## config.mk

```make
export PLATFORM = sky130hd
export DESIGN_NAME = pixel_dispatcher_flat
export DESIGN_NICKNAME = d
export VERILOG_FILES = /design/src/rtl/pixel_dispatcher_if.sv /design/src/rtl/pixel_dispatcher.sv /design/src/flat_wrapper.sv
export SDC_FILE = /design/constraint.sdc
export NUM_CORES = 1
export LEC_CHECK = 0
export CAP_MARGIN = 0
export CORE_ASPECT_RATIO = 0.7
export CORE_UTILIZATION = 45
export DETAILED_ROUTE_END_ITERATION = 16
export HOLD_SLACK_MARGIN = 0.06
export PLACE_DENSITY = 0.9
export REMOVE_ABC_BUFFERS = 1
export SLEW_MARGIN = 25
export SYNTH_ARGS = -nofsm -noshare
export SYNTH_HDL_FRONTEND = slang
export SYNTH_SLANG_ARGS = --single-unit
```

## constraint.sdc

```tcl
create_clock -name aclk -period 2.42 [get_ports aclk]
set_input_delay 0.242 -clock aclk [delete_from_list [all_inputs] [get_ports aclk]]
set_output_delay 0.242 -clock aclk [all_outputs]
set_load 0.005 [all_outputs]
```

## src/rtl/pixel_dispatcher_if.sv

```systemverilog
// pixel_dispatcher_if: engine launch/collect bus and outgoing pixel stream
interface pixel_dispatcher_if #(
  parameter int NUM_ENG = 4,
  parameter int WIDTH   = 640,
  parameter int HEIGHT  = 480,
  parameter int COUNT_W = 24
);
  logic [NUM_ENG-1:0]         eng_start;
  logic [NUM_ENG-1:0]         buf_clr;
  logic [$clog2(WIDTH)-1:0]   eng_x;
  logic [$clog2(HEIGHT)-1:0]  eng_y;
  logic [NUM_ENG-1:0]         eng_flag;
  logic [NUM_ENG*COUNT_W-1:0] eng_rgb;
  logic                       pix_valid;
  logic                       pix_ready;
  logic [COUNT_W-1:0]         pix_data;
  logic                       pix_sof;
  logic                       pix_eol;
  logic                       pix_last;
  modport master (
    output eng_start, buf_clr, eng_x, eng_y, pix_valid, pix_data, pix_sof, pix_eol, pix_last,
    input  eng_flag, eng_rgb, pix_ready
  );
  modport slave (
    input  eng_start, buf_clr, eng_x, eng_y, pix_valid, pix_data, pix_sof, pix_eol, pix_last,
    output eng_flag, eng_rgb, pix_ready
  );
endinterface

```

## src/rtl/pixel_dispatcher.sv

```systemverilog
// pixel_dispatcher: round-robin pixel launch to engines, in-order result collection
module pixel_dispatcher #(
  parameter int NUM_ENG = 4,
  parameter int WIDTH   = 640,
  parameter int HEIGHT  = 480,
  parameter int COUNT_W = 24
) (
  input  logic aclk,
  input  logic rst,
  input  logic start,
  output logic busy,
  output logic done,
  pixel_dispatcher_if.master bus
);
  localparam int XW = $clog2(WIDTH);
  localparam int YW = $clog2(HEIGHT);
  localparam int PW = $clog2(NUM_ENG);
  localparam logic [XW-1:0] XMAX = XW'(WIDTH - 1);
  localparam logic [YW-1:0] YMAX = YW'(HEIGHT - 1);
  localparam logic [1:0] IDLE = 2'd0, ACTIVE = 2'd1, FLUSH = 2'd2;
  logic [1:0]         state;
  logic [NUM_ENG-1:0] slot_busy;
  logic [PW-1:0]      d, o;
  logic [XW-1:0]      x, ox;
  logic [YW-1:0]      y, oy;
  logic               disp, coll, hs, go, fin;
  always_comb begin
    disp = state == ACTIVE && !slot_busy[d];
    coll = slot_busy[o] && bus.eng_flag[o] && (!bus.pix_valid || bus.pix_ready);
    hs   = bus.pix_valid && bus.pix_ready;
    go   = state == IDLE && start && !done;
    fin  = state == FLUSH && hs && bus.pix_last;
  end
  assign bus.eng_start = disp ? NUM_ENG'(1) << d : '0;
  assign bus.buf_clr   = bus.eng_start;
  assign bus.eng_x     = x;
  assign bus.eng_y     = y;
  assign busy          = state != IDLE;
  // Slot state is purely registered: a slot freed at an edge is only visible as FREE afterwards.
  always_ff @(posedge aclk or posedge rst) begin
    if (rst) begin
      state         <= IDLE;
      done          <= 1'b0;
      slot_busy     <= '0;
      d             <= '0;
      o             <= '0;
      x             <= '0;
      y             <= '0;
      ox            <= '0;
      oy            <= '0;
      bus.pix_valid <= 1'b0;
      bus.pix_data  <= '0;
      bus.pix_sof   <= 1'b0;
      bus.pix_eol   <= 1'b0;
      bus.pix_last  <= 1'b0;
    end else begin
      done      <= fin;
      slot_busy <= (slot_busy | bus.eng_start) & ~(coll ? NUM_ENG'(1) << o : '0);
      if (go) state <= ACTIVE;
      else if (fin) state <= IDLE;
      else if (disp && x == XMAX && y == YMAX) state <= FLUSH;
      if (disp) begin
        d <= d + 1'b1;
        x <= x == XMAX ? '0 : x + 1'b1;
        if (x == XMAX) y <= y == YMAX ? '0 : y + 1'b1;
      end
      if (coll) begin
        bus.pix_valid <= 1'b1;
        bus.pix_data  <= bus.eng_rgb[int'(o)*COUNT_W +: COUNT_W];
        bus.pix_sof   <= ox == '0 && oy == '0;
        bus.pix_eol   <= ox == XMAX;
        bus.pix_last  <= ox == XMAX && oy == YMAX;
        o             <= o + 1'b1;
        ox            <= ox == XMAX ? '0 : ox + 1'b1;
        if (ox == XMAX) oy <= oy == YMAX ? '0 : oy + 1'b1;
      end else if (hs) begin
        bus.pix_valid <= 1'b0;
        bus.pix_sof   <= 1'b0;
        bus.pix_eol   <= 1'b0;
        bus.pix_last  <= 1'b0;
      end
      if (go) begin
        d  <= '0;
        o  <= '0;
        x  <= '0;
        y  <= '0;
        ox <= '0;
        oy <= '0;
      end
    end
  end
endmodule

```

## src/flat_wrapper.sv

```systemverilog
// flat-port wrapper written by rule: the top's interface ports become plain ports
module pixel_dispatcher_flat 
#(
  parameter int NUM_ENG = 4,
  parameter int WIDTH   = 640,
  parameter int HEIGHT  = 480,
  parameter int COUNT_W = 24
)
  (aclk, rst, start, busy, done, bus_eng_start, bus_buf_clr, bus_eng_x, bus_eng_y, bus_pix_valid, bus_pix_data, bus_pix_sof, bus_pix_eol, bus_pix_last, bus_eng_flag, bus_eng_rgb, bus_pix_ready);
  pixel_dispatcher_if #(.NUM_ENG(NUM_ENG), .WIDTH(WIDTH), .HEIGHT(HEIGHT), .COUNT_W(COUNT_W)) bus_i ();
  input  logic aclk;
  input  logic rst;
  input  logic start;
  output logic busy;
  output logic done;
  output wire logic [$bits(bus_i.eng_start)-1:0] bus_eng_start;
  output wire logic [$bits(bus_i.buf_clr)-1:0] bus_buf_clr;
  output wire logic [$bits(bus_i.eng_x)-1:0] bus_eng_x;
  output wire logic [$bits(bus_i.eng_y)-1:0] bus_eng_y;
  output wire logic [$bits(bus_i.pix_valid)-1:0] bus_pix_valid;
  output wire logic [$bits(bus_i.pix_data)-1:0] bus_pix_data;
  output wire logic [$bits(bus_i.pix_sof)-1:0] bus_pix_sof;
  output wire logic [$bits(bus_i.pix_eol)-1:0] bus_pix_eol;
  output wire logic [$bits(bus_i.pix_last)-1:0] bus_pix_last;
  input wire logic [$bits(bus_i.eng_flag)-1:0] bus_eng_flag;
  input wire logic [$bits(bus_i.eng_rgb)-1:0] bus_eng_rgb;
  input wire logic [$bits(bus_i.pix_ready)-1:0] bus_pix_ready;
  assign bus_eng_start = bus_i.eng_start;
  assign bus_buf_clr = bus_i.buf_clr;
  assign bus_eng_x = bus_i.eng_x;
  assign bus_eng_y = bus_i.eng_y;
  assign bus_pix_valid = bus_i.pix_valid;
  assign bus_pix_data = bus_i.pix_data;
  assign bus_pix_sof = bus_i.pix_sof;
  assign bus_pix_eol = bus_i.pix_eol;
  assign bus_pix_last = bus_i.pix_last;
  assign bus_i.eng_flag = bus_eng_flag;
  assign bus_i.eng_rgb = bus_eng_rgb;
  assign bus_i.pix_ready = bus_pix_ready;
  pixel_dispatcher #(.NUM_ENG(NUM_ENG), .WIDTH(WIDTH), .HEIGHT(HEIGHT), .COUNT_W(COUNT_W)) u_core (.aclk(aclk), .rst(rst), .start(start), .busy(busy), .done(done), .bus(bus_i));
endmodule
```

==> results.yml <==
run_status:
  status: "finished, final reports clean"
timing:
  finalCriticalPeriod_ps: 2319
  slew_violations: 0
  hold_violations: 0
  setup_violations: 0
  relSlewSlack: 0.5426
  post-route-period-util: 0.9582
  tightest_slew_ps: 685.3
  rsz0062_at_grt: "false"
  fin_skew_ps: 8.281
  max_freq_ghz: 0.4313
detailed_routing:
  drc_errors: 0
  drt_iter0_markers: 207
  wirelength_mm: 12.84
  vias_per_cell: 5.766
  avgRoutedWirePerCell_um: 18.40
  vias: 4025
  postRouteAntennaNets: 0
  dr.pass1.iters: 5
floorplanning:
  core-area_um2: 9684
  dieArea_um2: 10370
  io_pins: 161
  die_w_um: 121.3
  fp.dieH_um: 85.51
  start_util: 0.4629
  rows: 30
pwr:
  p_comb_frac: 0.470
  ir_drop_uv: 535.0
  p_per_area_nw_per_um2: 986.6
  seq_power_share: 0.314
  pwr-share-clk: 0.216
  swShare: 0.3386
  power_leakage_nw: 2.662
  p_sw_mw: 2.192
  p_int_mw: 4.281
clocking:
  path_clk_slew_ps: 70
  clock_sinks: 77
  numCtsBuffers: 9
  clk_latency_ps: 350
  cts.path.max_buffers: 2
  ctsHoldBuffers: 0
  ctsHtreeMaxLevel: 3
  cts_tree: "built"
  cts_root_buffer: "clkbuf_16"
worst_setup_path:
  required_ps: 2180
  crit_path_end_kind: "primary output"
  reg2reg_to: "u_core.bus.eng_y[7]"
  r2r-start: "u_core.bus.eng_x[7]"
  cp_slowest_cell: "clkdlybuf4s50_1"
  cp.buffers_inverters: 1
  r2r_cells: 5
  critical_path.max_stage_delay_ps: 550
  path_delay_family: "buffers and inverters"
  path_max_fanout: 6
  worstPathArrival_ps: 2080
  path_cells: "mux2i_1 -> a22o_2 -> and2_1 -> clkdlybuf4s50_1"
  cp-start-kind: "register"
  path_depth: 4
  rrSetupSlack_ps: 260
  path_class: "register to primary output"
grt:
  overflow: 0
  grt_pass1_vias: 4168
  grt_usage: 0.2634
  grt_max_degree: 39
  grt_pass1_wl_mm: 21.03
  antenna_found_initial: 0
yosys:
  ys_ff_latch: 77
  synthAdderAreaFrac: 0.03907
  synth_top_family_by_area: "multiplexers"
  synth_mux_area_frac: 0.2029
  yosys.cell_types.count: 48
  synth.avg_cell_area_um2: 11.10
  ys_top_cells_by_area: "dfrtp_1, mux4_2, mux2_2"
  ys_top_cells_by_count: "dfrtp_1, nor2_1, nand3_1"
  yosys_warnings: 0
  syn_area_um2: 4483
  seq_area_frac_synth: 0.4298
  synth_ff_type: "dfrtp_1"
  yosys.area.top_type_share: 0.4298
  post-synth-top-count-cell: "dfrtp_1"
  syn_inst: 404
  synth_xor_xnor_area_share: 0.02735
  synth_largest_area_cell: "dfrtp_1"
  synth_compound_area_frac: 0.08736
  synth_async_sr_flop_share: 1.000
  synthSimpleGateAreaFrac: 0.1719
  synth_edf_count: 0
finish:
  drive_gt1_frac: 0.1632
  multi_input_area_um2: 2381
  fill_cells: 742
  area_delta_synth_final_pct: 46.36
  fin_util: 0.6775
  num_antenna_cells: 0
  sequential_cell_area_um2: 1929
  fin_nets: 683
  stdcell_area_um2: 6561
  fin_cells: 698
placement:
  place.port_buffers: 160
  place_inst: 681
  hpwl_mm: 9.495
  placed_area_um2: 6240
  globalplace.congestion: 0.8978
run:
  maxCapViolations: 0
hold_path:
  min_path_type: "primary input to async pin"
-- worst register-to-register path: stages, from the launching register on --
cell	delay, ps
dfrtp_1	450
or3b_4	450
nor3_4	270
nand2_1	190
or2_1	330
o31ai_1	350
-- worst max path at each step --
stage | startpoint | to | slack (ps)
3_3_place_gp | bus_eng_flag[2] | u_core.bus.pix_data[2] | 240
3_5_place_dp | bus_eng_flag[1] | u_core.bus.pix_data[13] | 200
5_1_grt | u_core.d[0] | bus_eng_start[0] | 30
6_report | u_core.d[0] | bus_buf_clr[2] | 100
2_1_floorplan | u_core.o[0] | u_core.bus.pix_data[0] | -510
4_1_cts | u_core.state[0] | bus_eng_start[0] | 40
-- kinds of logic after synthesis --
logic type	Yosys count
mux	55
simple gates	145
flops	77
fa+ha+maj	14
xor+xnor	14
compound gates	62
buf+inv	37
-- registers in the layout (all words and copies together) (netlist names) --
register	flops
u_core.bus.eng_y	9
u_core.slot_busy	4
u_core.done	1
u_core.bus.pix_sof	1
u_core.bus.pix_eol	1
u_core.bus.pix_valid	1
u_core.oy	9
u_core.bus.eng_x	10
u_core.state	2
u_core.ox	10
u_core.o	2
u_core.bus.pix_last	1
u_core.d	2
u_core.bus.pix_data	24
-- cell type report --
class                           instances  area share
Inverter                               13    0.008009
Clock inverter                          7     0.01240
Timing Repair Buffer                  174      0.2639
Tap cell                              128     0.02441
Sequential cell                        77      0.2941
Clock buffer                            9     0.03432
Multi-Input combinational cell        290      0.3629
-- power by group through the flow --
| stage | combinational, mW | sequential [mW] | clock [mW] |
|---|---|---|---|
| after detailed placement | 3.02 | 2.04 | 0 |
| after floorplan | 1.52 | 2.11 | 0 |
| after CTS | 3.05 | 2.03 | 1.41 |
| after global routing | 3.29 | 2.08 | 1.47 |
| after global placement | 2.90 | 2.02 | 0 |
| final | 3.04 | 2.03 | 1.40 |
-- stage by stage --
step	hold WS [ps]	total power [mW]	setup TNS (ps)	setup slack, ps
detailed placement	473.6	5.064	0	199.6
floorplan	407.6	3.629	-20900	-511.9
global route	381.9	6.839	0	29.10
finish	305.0	6.473	0	101.2
CTS	329.9	6.491	0	39.85
global placement	480.6	4.915	0	243.6
-- placed cells by master (no fill, tap or decap), types with 3 or more instances in the layout --
cell,count
a21oi_1,10
ha_1,14
nor3_1,4
mux2i_1,5
o31ai_1,13
xor2_1,8
nor2b_1,3
nand2_1,27
and2_1,11
nand4b_1,3
inv_1,11
dfrtp_1,75
and3_1,6
or2_2,3
clkdlybuf4s50_1,160
a31oi_1,4
nand4_1,13
buf_4,12
mux4_2,25
nand3_1,28
xnor2_1,6
clkbuf_16,9
nor4_1,3
o211ai_1,3
clkinvlp_4,3
o21ai_0,23
mux2_2,24
nor2_1,29
a2bb2oi_1,4
-- routing by layer --
metal	global-route usage	part of all wire
met1	0.3395	0.41
met2	0.4421	0.51
met3	0.06051	0.068
met4	0.08418	0.014
met5	0	0
-- what timing repair did --
action	CTS	global route
endpoints found under the hold margin	0	0
buffers inserted	0	1
pin swaps	0	1
setup endpoints to repair	8	8
gates resized for setup	2	1
Note: power is estimated with default switching activity, not from simulation.
